$ cat src/rtl/vedic_dot_accum.sv
// Dot-product accumulator fed by the 8x8 Vedic multiplier; sums N_TERMS products.
// Optional saturation on overflow: define VEDIC_DOT_SAT_EN.
module vedic_dot_accum #(
    parameter int N_TERMS = 8,
    parameter int ACC_W   = 19
) (
    input  logic             clk,
    input  logic             reset,
    input  logic [15:0]      prod,
    input  logic             prod_valid,
    input  logic             flush,
    output logic [ACC_W-1:0] dot,
    output logic             dot_valid,
    output logic             dot_ovf,
    output logic [7:0]       term_idx,
    output logic             busy
);

    typedef enum logic {IDLE, ACCUM} state_t;

    localparam logic [7:0] LAST = 8'(N_TERMS - 1);

    state_t           state_q, state_d;
    logic [ACC_W-1:0] acc_q, acc_d;
    logic [ACC_W-1:0] dot_d;
    logic [7:0]       idx_q, idx_d;
    logic             sticky_q, sticky_d;
    logic             dot_valid_d, dot_ovf_d;
    logic [ACC_W:0]   sum;
    logic [ACC_W-1:0] sum_w;
    logic             carry;
    logic             last;

    // acc is zero in IDLE, so the first term shares the same adder
    always_comb begin
        sum   = {1'b0, acc_q} + {{(ACC_W - 15){1'b0}}, prod};
        carry = sum[ACC_W];
`ifdef VEDIC_DOT_SAT_EN
        sum_w = carry ? '1 : sum[ACC_W-1:0];
`else
        sum_w = sum[ACC_W-1:0];
`endif
        last  = (state_q == ACCUM) && (idx_q == LAST);
    end

    always_comb begin
        state_d     = state_q;
        acc_d       = acc_q;
        idx_d       = idx_q;
        sticky_d    = sticky_q;
        dot_d       = dot;
        dot_valid_d = 1'b0;
        dot_ovf_d   = dot_ovf;
        if (flush) begin
            state_d  = IDLE;
            acc_d    = '0;
            idx_d    = '0;
            sticky_d = 1'b0;
        end else if (prod_valid) begin
            if (last) begin
                dot_d       = sum_w;
                dot_valid_d = 1'b1;
                dot_ovf_d   = sticky_q | carry;
                state_d     = IDLE;
                acc_d       = '0;
                idx_d       = '0;
                sticky_d    = 1'b0;
            end else begin
                state_d  = ACCUM;
                acc_d    = sum_w;
                idx_d    = idx_q + 8'd1;
                sticky_d = sticky_q | carry;
            end
        end
    end

    always_ff @(posedge clk or posedge reset) begin
        if (reset) begin
            state_q   <= IDLE;
            acc_q     <= '0;
            idx_q     <= '0;
            sticky_q  <= 1'b0;
            dot       <= '0;
            dot_valid <= 1'b0;
            dot_ovf   <= 1'b0;
        end else begin
            state_q   <= state_d;
            acc_q     <= acc_d;
            idx_q     <= idx_d;
            sticky_q  <= sticky_d;
            dot       <= dot_d;
            dot_valid <= dot_valid_d;
            dot_ovf   <= dot_ovf_d;
        end
    end

    assign term_idx = idx_q;
    assign busy     = (state_q == ACCUM);

endmodule

$ cat config.mk
export PLATFORM = sky130hd
export DESIGN_NAME = vedic_dot_accum
export DESIGN_NICKNAME = d
export VERILOG_FILES = /design/src/rtl/vedic_dot_accum.sv
export SDC_FILE = /design/constraint.sdc
export NUM_CORES = 1
export LEC_CHECK = 0
export ABC_AREA = 1
export BUFFER_PORTS_ARGS = -buffer_cell sky130_fd_sc_hd__buf_4
export CELL_PAD_IN_SITES_DETAIL_PLACEMENT = 1
export CELL_PAD_IN_SITES_GLOBAL_PLACEMENT = 1
export CORE_MARGIN = 2
export CORE_UTILIZATION = 40
export DETAILED_ROUTE_END_ITERATION = 10
export PLACE_DENSITY = 0.87
export SETUP_SLACK_MARGIN = 0.4
export SYNTH_ARGS = -nofsm -noshare
export SYNTH_HDL_FRONTEND = slang
export SYNTH_SLANG_ARGS = --single-unit
export TNS_END_PERCENT = 100
$ cat constraint.sdc
create_clock -name clk -period 3.1 [get_ports clk]
set_input_delay 0.62 -clock clk [delete_from_list [all_inputs] [get_ports clk]]
set_output_delay 0.62 -clock clk [all_outputs]
set_load 0.02 [all_outputs]
; ---- Word level (Yosys, flattened, before mapping)
; Cells that the tools add are included.
[totals]
input_bits = 20
n_memories = 0
ff_bits = 50
latch_bits = 0
rom_bits = 0
wordCells = 30
mem_bits_rw = 0
[classes]
multipliers = 0
eq_ne = 1
order_cmp = 0
reduce_logical = 3
n_shift = 0
div = 0
muxes = 15
bitwise_logic = 2
addsub = 2
[ops]
columns = cell, n
row1 = 19-bit two-way mux, 3
row2 = 8-bit two-way mux, 3
row3 = 19-bit by 16-bit adder with 20-bit output, 1
row4 = 1-bit two-way mux, 9
row5 = "8-bit by 1-bit adder with 8-bit output, second input constant", 1
row6 = "8-bit by 3-bit equality test with 1-bit output, second input constant", 1
row7 = 3-bit AND reduction, 1
row8 = 2-bit nonzero test, 1
row9 = 1-bit logical AND, 1
row10 = 1-bit NOT, 1
row11 = 1-bit bitwise OR, 1

; ---- Longest topological paths before layout
; Gate-level depths: netlist of run 1.
[logic_depth]
ltp_word = 5
mapped_depth = 12

; ---- Worst setup path before layout of run 1
; No wires, ideal clock.
[synth_timing]
kind = input port to flip-flop
startpoint = input port prod[0]
endpoint = register dot[6]
setup_time_ns = 0.124
cell_stages = 7
slack_ns = 1.069
required_time_ns = 2.976
t_arrival_ns = 1.908
path_buffers = 0
cell_sequence = ha_1 > fa_1 > nand3_1 > nand3_1 > a21oi_1 > xor2_1 > o21ai_2
[synth_between]
elab_chain_cells = 1
[synth_rtl]
columns = element, line_no
row1 = start: declaration, 9  ; input logic [15:0] prod,
row2 = 19-bit by 16-bit adder with 20-bit output, 36  ; sum = {1'b0, acc_q} + {{(ACC_W - 15){1'b0}}, prod};
row3 = end signal: assignment, 91  ; dot <= dot_d;
row4 = end: declaration, 12  ; output logic [ACC_W-1:0] dot,
; Every way passes these cells.
; A chain may end at the register's enable or synchronous reset.

; ---- Worst setup path in the final report of run 1
[layout_timing]
startpoint = input port prod[0]
endpoint = register acc_q[16]
[layout_between]
elab_chain_cells = 4
[layout_rtl]
columns = element, line_no
row1 = 19-bit by 16-bit adder with 20-bit output, 36
row2 = 19-bit two-way mux, 60  ; if (last) begin
row3 = 19-bit two-way mux, 59  ; end else if (prod_valid) begin
row4 = 19-bit two-way mux, 54  ; if (flush) begin
row5 = end signal: assignment, 80  ; acc_q <= '0;
row6 = end signal: assignment, 88  ; acc_q <= acc_d;
row7 = end: declaration, 24  ; logic [ACC_W-1:0] acc_q, acc_d;
; Every way passes these cells. The select of a mux whose other input is x is not followed.

==> results of run 1 <==
layout by cell type (no fill, tap or decap), drive strengths merged:
| master | netlist | layout |
|---|---|---|
| clkbuf | 2 | 5 |
| and2 | 1 | 1 |
| o21ai | 21 | 21 |
| or2 | 1 | 1 |
| o21bai | 1 | 1 |
| nand2 | 167 | 167 |
| ha | 17 | 17 |
| nand3b | 7 | 7 |
| nor4 | 1 | 1 |
| fa | 1 | 1 |
| a21oi | 14 | 14 |
| xor2 | 3 | 3 |
| dfrtp | 50 | 50 |
| inv | 45 | 45 |
| o22ai | 2 | 2 |
| o211ai | 1 | 1 |
| nand3 | 40 | 40 |
| buf | 5 | 52 |
| xnor2 | 5 | 5 |
| bufinv | 0 | 1 |
| nor2 | 28 | 28 |
| o32ai | 1 | 1 |
| nor3 | 4 | 4 |
| nand4 | 1 | 1 |
| clkinvlp | 0 | 2 |
per-layer routing:
layer | global-route usage | part of all wire | vias up
met3 | 0.0337 | 0.031 | 11
met1 | 0.253 | 0.44 | 1399
met4 | 0.0597 | 0.018 | 0
met5 | 0 | 0 | -
li1 | - | - | 1436
met2 | 0.373 | 0.51 | 39
final timing paths:
path / endpoint / slack, ps / depth (start not counted)
setup / recovery: acc_q[16] / 970 / 11
hold / removal: term_idx[7] / 470 / 3
setup reg to reg: acc_q[16] / 1000 / 10
hold reg to reg: dot[2] / 490 / 2
max in group asynchronous: acc_q[12] / 2200 / 3
min in group clk: dot[2] / 490 / 2
per-stage QoR:
step / power (mW) / area, um^2 / hold slack (ps) / setup WS (ps)
floorplan: 1.07 / 3110 / 450 / 1070
global placement: 1.20 / 3580 / 459 / 740
detailed placement: 1.21 / 3580 / 471 / 650
CTS: 1.69 / 3690 / 495 / 983
global route: 1.78 / 3690 / 520 / 834
finish: 1.68 / 3690 / 474 / 975
power by group:
part / switching [mW] / internal (mW)
clock: 0.241 / 0.240
combinational: 0.303 / 0.169
sequential: 0.0307 / 0.694
registers in the layout, summed over array words and instances (netlist names):
register,flops
acc_q,19
busy,1
dot,19
dot_ovf,1
dot_valid,1
sticky_q,1
term_idx,8
final cells by class:
class	count	area, um^2	share of cell area
multi-input combinational	316	1640	0.444
inverter	45	171	0.0464
sequential	50	1250	0.339
timing repair buffer	52	390	0.106
tap	102	128	0.0346
clock inverter	3	45.0	0.0122
clock buffer	5	68.8	0.0186
worst reg2reg max path, stage by stage, from the launching register on:
cell      delay, ps
dfrtp_1         400
ha_1            270
fa_1            460
nand3_1         100
nand3_1         130
nand3_1         100
nand2_1         150
nand2_1         130
nand3b_1        120
nand3_1         110
nand2_1          50
logic make-up (layout without fill, tap and decap cells):
group                      Yosys count  count (layout)  synth area share
AOI/OAI and AO/OA                   40              40            0.0776
xor gates and xnor gates             8               8            0.0225
adders and majority gates           18              18            0.0748
buffers and inverters               52             105            0.0716
DFF                                 50              50             0.402
and+or+nand+nor                    250             250             0.351
==> key figures, run 1 <==
Logic synthesis
  – Synth Net Count: 456
  – Cell taking the most area after synthesis: dfrtp_1
  – Commonest cells post-synth: 158 x nand2_1, 50 x dfrtp_1, 42 x inv_1
  – Cell Area, Synth: 0.00311 mm^2
  – Cell with the most instances after synthesis: nand2_1
  – Predominant post-synthesis flop cell: dfrtp_1
  – Synth area leaders: dfrtp_1 40%, nand2_1 19%, ha_1 6.8%, nand3_1 6.3%, inv_1 5.1%
  – Synthesized instance count: 418
  – Post-synth EDFFs: 0
  – Yosys top cell area share: 0.402
  – Synth cell types: 32
  – Synth warn: 0
  – Syn avg cell area: 7.44 um^2
  – FFs w/ async S/R, synth: 1.00
  – Sequential fraction of the synthesis area: 0.402
  – Number of synthesized register bits: 50

Setup path
  – CP Launch Type: primary input
  – CP most frequent cell: nand3_1
  – Crit Path Max Fanout: 4
  – CP cell instances: buf_4, ha_1, fa_1, nand3_1, nand3_1, nand3_1, nand2_1, nand2_1, nand3b_1, nand3_1, nand2_1
  – Worst R2R Start: acc_q[0]
  – Largest delay share family, worst path: simple AND/OR/NAND/NOR gates
  – Slowest stage cell, crit path: fa_1
  – Critical path's largest stage delay: 460 ps
  – Buf/Inv on CP: 1
  – Crit Path Class: primary input to flip-flop
  – Worst setup EP type: flip-flop
  – Required @ worst endpoint: 3320 ps
  – Crit path DAT: 2340 ps
  – Critical path origin: prod[0]

Placement
  – GPL Wtd Cong: 0.826
  – Post-Place Cells: 565
  – # port buffers: 49
  – DP HPWL: 6170 um

STA
  – # setup viols final: 0
  – Final Critical Period: 2130 ps
  – Slew HR: 0.574
  – Final Hold Viols: 0
  – Total Neg Setup Slack: 0 ps
  – Fin. max-slew vios: 0
  – RSZ-0062 raised after global routing: false
  – Max Clk Rate: 470 MHz
  – Layout Skew: 6.99 ps
  – Worst slew pin tran: 639 ps
  – Crit share post-route: 0.686

Detailed routing
  – Post-route DRC: 0
  – Via-to-Cell Ratio: 5.03
  – Post-Route WL: 8140 um
  – DRT Pass-1 Iters: 4
  – Initial DRC Count: 88
  – Per-cell routed wire length: 14.2 um
  – Antenna Nets Post-Route: 0
  – Vias: 2885

Finish
  – Utilization after layout: 0.483
  – Synth-to-layout area growth: 18.7%
  – Antenna diodes: 0
  – Fill count: 1009
  – Fin nets: 508
  – Non-filler instance count after layout: 573
  – Layout cells sized above 1: 0.185

GRT
  – Largest net degree at the start of global routing: 51
  – Grt total ovfl: 0
  – Antenna violations before repair: 0
  – Total Routing Usage GR: 0.206
  – Number of global-route vias before repair: 3046
  – Global-route wire length before repair: 14100 um

Power
  – PwrDens: 455 mW/mm^2
  – Leakage: 2.02 nW
  – Peak VDD IR: 0.178 mV

Floorplanning
  – Die area: 0.00850 mm^2
  – I/O Pins: 50
  – Core area: 0.00765 mm^2
  – Overall die height: 92.2 um
  – Die X-Extent: 92.2 um
  – Initial Util: 0.407
  – Row cnt: 32

CTS
  – Clock Sinks: 50
  – CTS Buf Count: 5
  – Clock-pin slew on the worst setup and hold paths: 100 ps
  – Postcts setup bufs: 0
  – Cts hold-fix bufs: 0
  – H-tree Lvls: 2
  – Post-cts sizing count: 0
  – CTS tree: built
  – Clock Tree Buf Depth: 2
  – Worst skew pair latency: 310 ps
  – Root buffer cell: clkbuf_8

Worst hold path
  – Min-Delay Path Class: primary input to asynchronous set/reset pin

Run status
  – Status: finished, final reports clean

Job
  – Total of max-cap violations: 0
(Power assumes the default switching activity.)
==> run 2: changes to the inputs <==
--- a/config.mk
+++ b/config.mk
@@ -5,14 +5,14 @@
 export SDC_FILE = /design/constraint.sdc
 export NUM_CORES = 1
 export LEC_CHECK = 0
-export ABC_AREA = 1
+export ABC_AREA = 0
 export BUFFER_PORTS_ARGS = -buffer_cell sky130_fd_sc_hd__buf_4
 export CELL_PAD_IN_SITES_DETAIL_PLACEMENT = 1
 export CELL_PAD_IN_SITES_GLOBAL_PLACEMENT = 1
 export CORE_MARGIN = 2
-export CORE_UTILIZATION = 40
+export CORE_UTILIZATION = 39
 export DETAILED_ROUTE_END_ITERATION = 10
-export PLACE_DENSITY = 0.87
+export PLACE_DENSITY = 0.85
 export SETUP_SLACK_MARGIN = 0.4
 export SYNTH_ARGS = -nofsm -noshare
 export SYNTH_HDL_FRONTEND = slang
==> constraint.sdc (replaced) <==
create_clock -name clk -period 1.76 [get_ports clk]
set_input_delay 0.352 -clock clk [delete_from_list [all_inputs] [get_ports clk]]
set_output_delay 0.352 -clock clk [all_outputs]
set_load 0.02 [all_outputs]
==> key figures, run 2 <==
STA
  – Total Neg Setup Slack: -20930 ps (-20930 ps)
  – Slew HR: 0.617 (+0.0428)
  – Crit share post-route: 1.49
  – Final Hold Viols: 0 (unchanged)
  – Max Clk Rate: 381 MHz
  – Layout Skew: 14.2 ps (+7.20 ps)
  – Fin. max-slew vios: 0 (unchanged)
  – Worst slew pin tran: 574 ps (-65.4 ps)
  – Final Critical Period: 2620 ps
  – Worst Slack Setup Final: -863 ps (-1840 ps)
  – # setup viols final: 38 (+38)
  – RSZ-0062 raised after global routing: true

CTS
  – Clock-pin slew on the worst setup and hold paths: 110 ps (about the same)
  – H-tree Lvls: 2 (unchanged)
  – Root buffer cell: clkbuf_8
  – Clock Sinks: 50 (unchanged)
  – CTS Buf Count: 5 (unchanged)
  – Clock Tree Buf Depth: 2 (unchanged)
  – Worst skew pair latency: 320 ps (about the same)
  – Cts hold-fix bufs: 0 (unchanged)
  – CTS tree: built

Floorplanning
  – Die X-Extent: 89.3 um (-3.1%)
  – Die area: 0.00797 mm^2 (-6.2%)
  – Overall die height: 89.3 um (-3.1%)
  – Row cnt: 31 (-3.1%)
  – I/O Pins: 50 (unchanged)
  – Core area: 0.00714 mm^2 (-6.7%)
  – Initial Util: 0.398 (-0.00929)

GRT
  – Number of global-route vias before repair: 3352 (+10%)
  – Grt total ovfl: 0 (unchanged)
  – Antenna violations before repair: 0 (unchanged)
  – Global-route wire length before repair: 19800 um (+40%)
  – Total Routing Usage GR: 0.342 (+0.136)
  – Largest net degree at the start of global routing: 30 (-41%)

Detailed routing
  – Initial DRC Count: 183 (+110%)
  – Post-route DRC: 0 (unchanged)
  – DRT Pass-1 Iters: 4 (unchanged)
  – Per-cell routed wire length: 29.4 um (+110%)
  – Vias: 3284 (+14%)
  – Antenna Nets Post-Route: 0 (unchanged)
  – Via-to-Cell Ratio: 6.23 (+24%)
  – Post-Route WL: 15500 um (+91%)

Logic synthesis
  – Sequential fraction of the synthesis area: 0.441 (+0.0388)
  – Cell Area, Synth: 0.00284 mm^2 (-8.8%)
  – Fraction of synthesized cell area in xor and xnor cells: 0.0556 (+0.0330)
  – Post-synth EDFFs: 0 (unchanged)
  – Synthesized instance count: 281 (-33%)
  – FFs w/ async S/R, synth: 1.00 (unchanged)
  – Synth area leaders: dfrtp_1 44%, ha_1 7.5%, a22o_1 4.0%, mux2_2 4.0%, nand2_1 3.7%
  – Syn avg cell area: 10.1 um^2 (+36%)
  – Synth cell types: 52 (+63%)
  – Commonest cells post-synth: 50 x dfrtp_1, 28 x nand2_1, 21 x o21ai_0
  – Largest family of logic cells by synthesized area: compound AO/OA/AOI/OAI gates
  – Synth warn: 0 (unchanged)
  – Number of synthesized register bits: 50 (unchanged)
  – Yosys top cell area share: 0.441 (+0.0388)
  – Mux cell area share after synthesis: 0.0432 (+0.0432)
  – Cell with the most instances after synthesis: dfrtp_1
  – Simple-Gate Fraction of Synth Area: 0.144 (-0.207)
  – Adder-cell share of the synthesized area: 0.0820 (+0.00722)
  – Synth Net Count: 319 (-30%)
  – Cell taking the most area after synthesis: dfrtp_1
  – Predominant post-synthesis flop cell: dfrtp_1
  – Synth Area in Compound Gates: 0.206 (+0.128)

Placement
  – GPL Wtd Cong: 0.953 (+15%)
  – Placement Setup Slack: -743 ps (-1390 ps)
  – # port buffers: 49 (unchanged)
  – DP HPWL: 7060 um (+14%)
  – DP Area: 0.00400 mm^2 (+12%)

Power
  – PwrDens: 892 mW/mm^2 (+96%)
  – Pwr Total: 4.46 mW (+170%)
  – Peak VDD IR: 0.809 mV (+350%)
  – Leakage: 2.37 nW (+18%)

Run status
  – Violated checks: negative setup slack
  – Status: complete, but fails checks

Setup path
  – Worst setup EP type: flip-flop
  – CP Launch Type: flip-flop
  – Worst reg-to-reg setup slack: -860 ps (-1860 ps)
  – Crit Path Max Fanout: 3 (-1)
  – Required @ worst endpoint: 1950 ps (-1370 ps)
  – Crit path DAT: 2820 ps (+480 ps)
  – Crit Path Class: flip-flop to flip-flop

Finish
  – Commonest non-fill, non-tap cell in the layout: buf_4
  – Utilization after layout: 0.700 (+0.217)
  – Fin nets: 465 (-8.5%)
  – Antenna diodes: 0 (unchanged)
  – Multi-input gate area: 0.00215 mm^2 (+31%)
  – Design Area, Final: 0.00500 mm^2 (+35%)
  – Commonest non-fill, non-tap cells in the layout: 104 x buf_4, 46 x dfrtp_1, 39 x buf_6, 20 x nand2_1
  – Layout cells sized above 1: 0.591 (+0.406)
  – Synth-to-layout area growth: 76.1%
  – Fill count: 728 (-28%)
  – Reg area: 0.00126 mm^2 (+0.40%)

Job
  – Total of max-cap violations: 0 (unchanged)

Worst hold path
  – Min-Delay Path Class: primary input to asynchronous set/reset pin
[run 2: worst paths after layout]
| check | start | endpoint | cells past startpoint |
|---|---|---|---|
| min in group clk | flush | term_idx[1] | 2 |
| setup / recovery | acc_q[0] | dot[14] | 9 |
| hold reg to reg | dot[0] | dot[0] | 2 |
| setup reg to reg | acc_q[0] | dot[14] | 9 |
| max in group asynchronous | reset | term_idx[5] | 3 |
| hold / removal | reset | dot[8] | 2 |
[run 2: final cells by class]
class	instances	share of cell area
clock buffer	5	0.0138
timing repair buffer	146	0.255
multi-input combinational	214	0.430
clock inverter	3	0.0138
sequential	50	0.251
inverter	10	0.0108
tap	99	0.0248
[run 2: worst max-delay path: stages, from the launching register on]
cell and delay, ps:
dfrtp_1 430, ha_4 180, fa_2 380, a211oi_4 260, o211ai_1 240, a41oi_2 290, o21ai_2 140, a21oi_2 210
xnor2_2 100, mux2_2 280
[run 2: cell families after synthesis]
kind of cell / Yosys count
flops: 50
mux: 11
buf+inv: 18
xor+xnor: 18
simple gates: 83
fa+ha+maj: 18
compound gates: 83
[run 2: metrics by stage]
step / hold slack, ps / cells
floorplan: 394 / 281
global placement: 412 / 481
detailed placement: 424 / 481
CTS: 80.6 / 508
global route: 126 / 527
finish: 79.3 / 527
[run 2: repair_timing]
item / in CTS / in global routing
pin swaps: 26 / 30
cloned: 2 / 0
buffers inserted: 17 / 19
gates resized for setup: 75 / 45
endpoints found under the hold margin: 0 / 0
setup endpoints to repair: 55 / 56
[run 2: metal layers]
metal,global-route usage,part of all wire
met1,0.418,0.39
met2,0.587,0.50
met3,0.0600,0.055
met4,0.157,0.051
met5,0,0
[run 2: where the power goes]
part / total [mW] / internal [mW] / switching, mW
clock network: 1.03 / 0.571 / 0.460
logic: 2.12 / 0.992 / 1.13
registers: 1.31 / 1.22 / 0.0880
==> run 3: changes to the inputs <==
--- a/config.mk
+++ b/config.mk
@@ -10,9 +10,9 @@
 export CELL_PAD_IN_SITES_DETAIL_PLACEMENT = 1
 export CELL_PAD_IN_SITES_GLOBAL_PLACEMENT = 1
 export CORE_MARGIN = 2
-export CORE_UTILIZATION = 39
+export CORE_UTILIZATION = 40
 export DETAILED_ROUTE_END_ITERATION = 10
-export PLACE_DENSITY = 0.85
+export PLACE_DENSITY = 0.84
 export SETUP_SLACK_MARGIN = 0.4
 export SYNTH_ARGS = -nofsm -noshare
 export SYNTH_HDL_FRONTEND = slang
==> constraint.sdc (replaced) <==
create_clock -name clk -period 2.8 [get_ports clk]
set_input_delay 0.56 -clock clk [delete_from_list [all_inputs] [get_ports clk]]
set_output_delay 0.56 -clock clk [all_outputs]
set_load 0.02 [all_outputs]
==> key figures, run 3 (synthesized netlist as in run 2, its figures left out) <==
Run status
  – Status: finished, final reports clean

Detailed routing
  – Antenna Nets Post-Route: 0 (unchanged)
  – Via-to-Cell Ratio: 5.42 (-13%)
  – Vias: 2367 (-28%)
  – Post-route DRC: 0 (unchanged)
  – Per-cell routed wire length: 17.0 um (-42%)
  – Initial DRC Count: 91 (-50%)
  – Post-Route WL: 7430 um (-52%)
  – DRT Pass-1 Iters: 4 (unchanged)

Floorplanning
  – I/O Pins: 50 (unchanged)
  – Core area: 0.00683 mm^2 (-4.3%)
  – Row cnt: 30 (-3.2%)
  – Die X-Extent: 88.2 um (-1.2%)
  – Die area: 0.00778 mm^2 (-2.4%)
  – Initial Util: 0.415 (+0.0178)
  – Overall die height: 88.2 um (-1.2%)

STA
  – Final Hold Viols: 0 (unchanged)
  – Worst hold slack: 167 ps (+87.8 ps)
  – RSZ-0062 raised after global routing: true
  – Final Critical Period: 2320 ps (-308 ps)
  – Crit share post-route: 0.827 (-0.664)
  – Layout Skew: 8.86 ps (-5.34 ps)
  – Fin. max-slew vios: 0 (unchanged)
  – Worst slew pin tran: 555 ps (-18.5 ps)
  – Total Neg Setup Slack: 0 ps (+20930 ps)
  – Slew HR: 0.629 (+0.0122)
  – # setup viols final: 0 (-100%)
  – Max Clk Rate: 432 MHz (+13%)

CTS
  – H-tree Lvls: 2 (unchanged)
  – CTS Buf Count: 5 (unchanged)
  – CTS tree: built
  – Clock-pin slew on the worst setup and hold paths: 90 ps (-20 ps)
  – Worst skew pair latency: 300 ps (-20 ps)
  – Clock Sinks: 50 (unchanged)
  – Cts hold-fix bufs: 0 (unchanged)
  – Root buffer cell: clkbuf_8
  – Clock Tree Buf Depth: 2 (unchanged)

Setup path
  – Crit Path Class: flip-flop to flip-flop
  – Crit Path Max Fanout: 3 (unchanged)
  – CP Launch Type: flip-flop
  – Crit path DAT: 2480 ps (-340 ps)
  – Required @ worst endpoint: 2970 ps (+1020 ps)
  – Worst setup EP type: flip-flop

Placement
  – # port buffers: 49 (unchanged)
  – GPL Wtd Cong: 0.899 (-5.7%)
  – DP HPWL: 5330 um (-25%)

Worst hold path
  – Min-Delay Path Class: primary input to asynchronous set/reset pin

Power
  – Peak VDD IR: 0.249 mV (-69%)
  – Pwr Total: 1.93 mW (-57%)
  – PwrDens: 551 mW/mm^2 (-38%)
  – Leakage: 1.74 nW (-27%)

Finish
  – Layout cells sized above 1: 0.282 (-0.310)
  – Commonest non-fill, non-tap cell in the layout: buf_4
  – Utilization after layout: 0.513 (-0.187)
  – Antenna diodes: 0 (unchanged)
  – Fin nets: 378 (-19%)
  – Synth-to-layout area growth: 23.5%
  – Commonest non-fill, non-tap cells in the layout: 60 x buf_4, 50 x dfrtp_1, 28 x nand2_1, 20 x o21ai_0, 17 x a21oi_1

GRT
  – Antenna violations before repair: 0 (unchanged)
  – Total Routing Usage GR: 0.197 (-0.145)
  – Largest net degree at the start of global routing: 23 (-23%)
  – Global-route wire length before repair: 12000 um (-39%)
  – Number of global-route vias before repair: 2532 (-24%)
  – Grt total ovfl: 0 (unchanged)

Job
  – Total of max-cap violations: 0 (unchanged)
run 3: cell types whose count changed in the layout (fill, tap and decap cells not counted), sizes merged:
cell / previous run / this run
buf: 146 / 60
bufinv: 2 / 1
clkbuf: 5 / 7
clkinv: 2 / 1
clkinvlp: 1 / 0
inv: 8 / 9
nand2: 30 / 29
run 3: repair_timing:
action,in CTS,in global routing
pin swaps,3,2
gates cloned,0,0
setup endpoints to repair,1,12
setup buffers,1,3
gates resized for setup,0,6
run 3: per-layer routing:
layer / vias up / track usage / part of all wire
li1: 1142 / - / -
met1: 1182 / 0.263 / 0.47
met2: 35 / 0.336 / 0.49
met3: 8 / 0.0280 / 0.028
met4: 0 / 0.0579 / 0.015
met5: - / 0 / 0
run 3: layout make-up:
type | count | area [um^2]
clock buffers | 7 | 76.3
clock inverters | 1 | 30.0
fillers | 812 | 3330
inverters | 10 | 37.5
multi-input cells | 213 | 1540
flip-flops and latches | 50 | 1250
well taps | 96 | 120
repair buffers | 60 | 450
run 3: path summary, 6_finish.rpt:
path / start / end / slack [ps] / depth (start not counted)
setup / recovery: acc_q[0] / acc_q[12] / 480 / 8
hold / removal: reset / acc_q[17] / 170 / 2
setup reg to reg: acc_q[0] / acc_q[12] / 480 / 8
hold reg to reg: dot[0] / dot[0] / 480 / 2
max in group asynchronous: reset / dot[12] / 2070 / 3
min in group clk: flush / term_idx[2] / 450 / 2
run 3: through the flow:
step / instance area [um^2] / instances / worst slack (ps)
floorplan: 2850 / 281 / 417
global placement: 3340 / 425 / 139
detailed placement: 3340 / 425 / 65.1
CTS: 3460 / 434 / 375
global route: 3500 / 437 / 338
finish: 3500 / 437 / 485
run 3: critical path, stage by stage (launching register included):
cell,delay (ps)
dfrtp_1,400
ha_2,190
fa_2,360
a211oi_2,230
o211ai_1,180
a32oi_1,300
o21ai_0,190
a31oi_1,240
o21ai_0,120
run 3: where the power goes:
part           switching, mW  total [mW]  internal [mW]
Clock                  0.242       0.510          0.268
Sequential            0.0368       0.803          0.767
Combinational          0.364       0.616          0.252
Total                  0.643        1.93           1.29
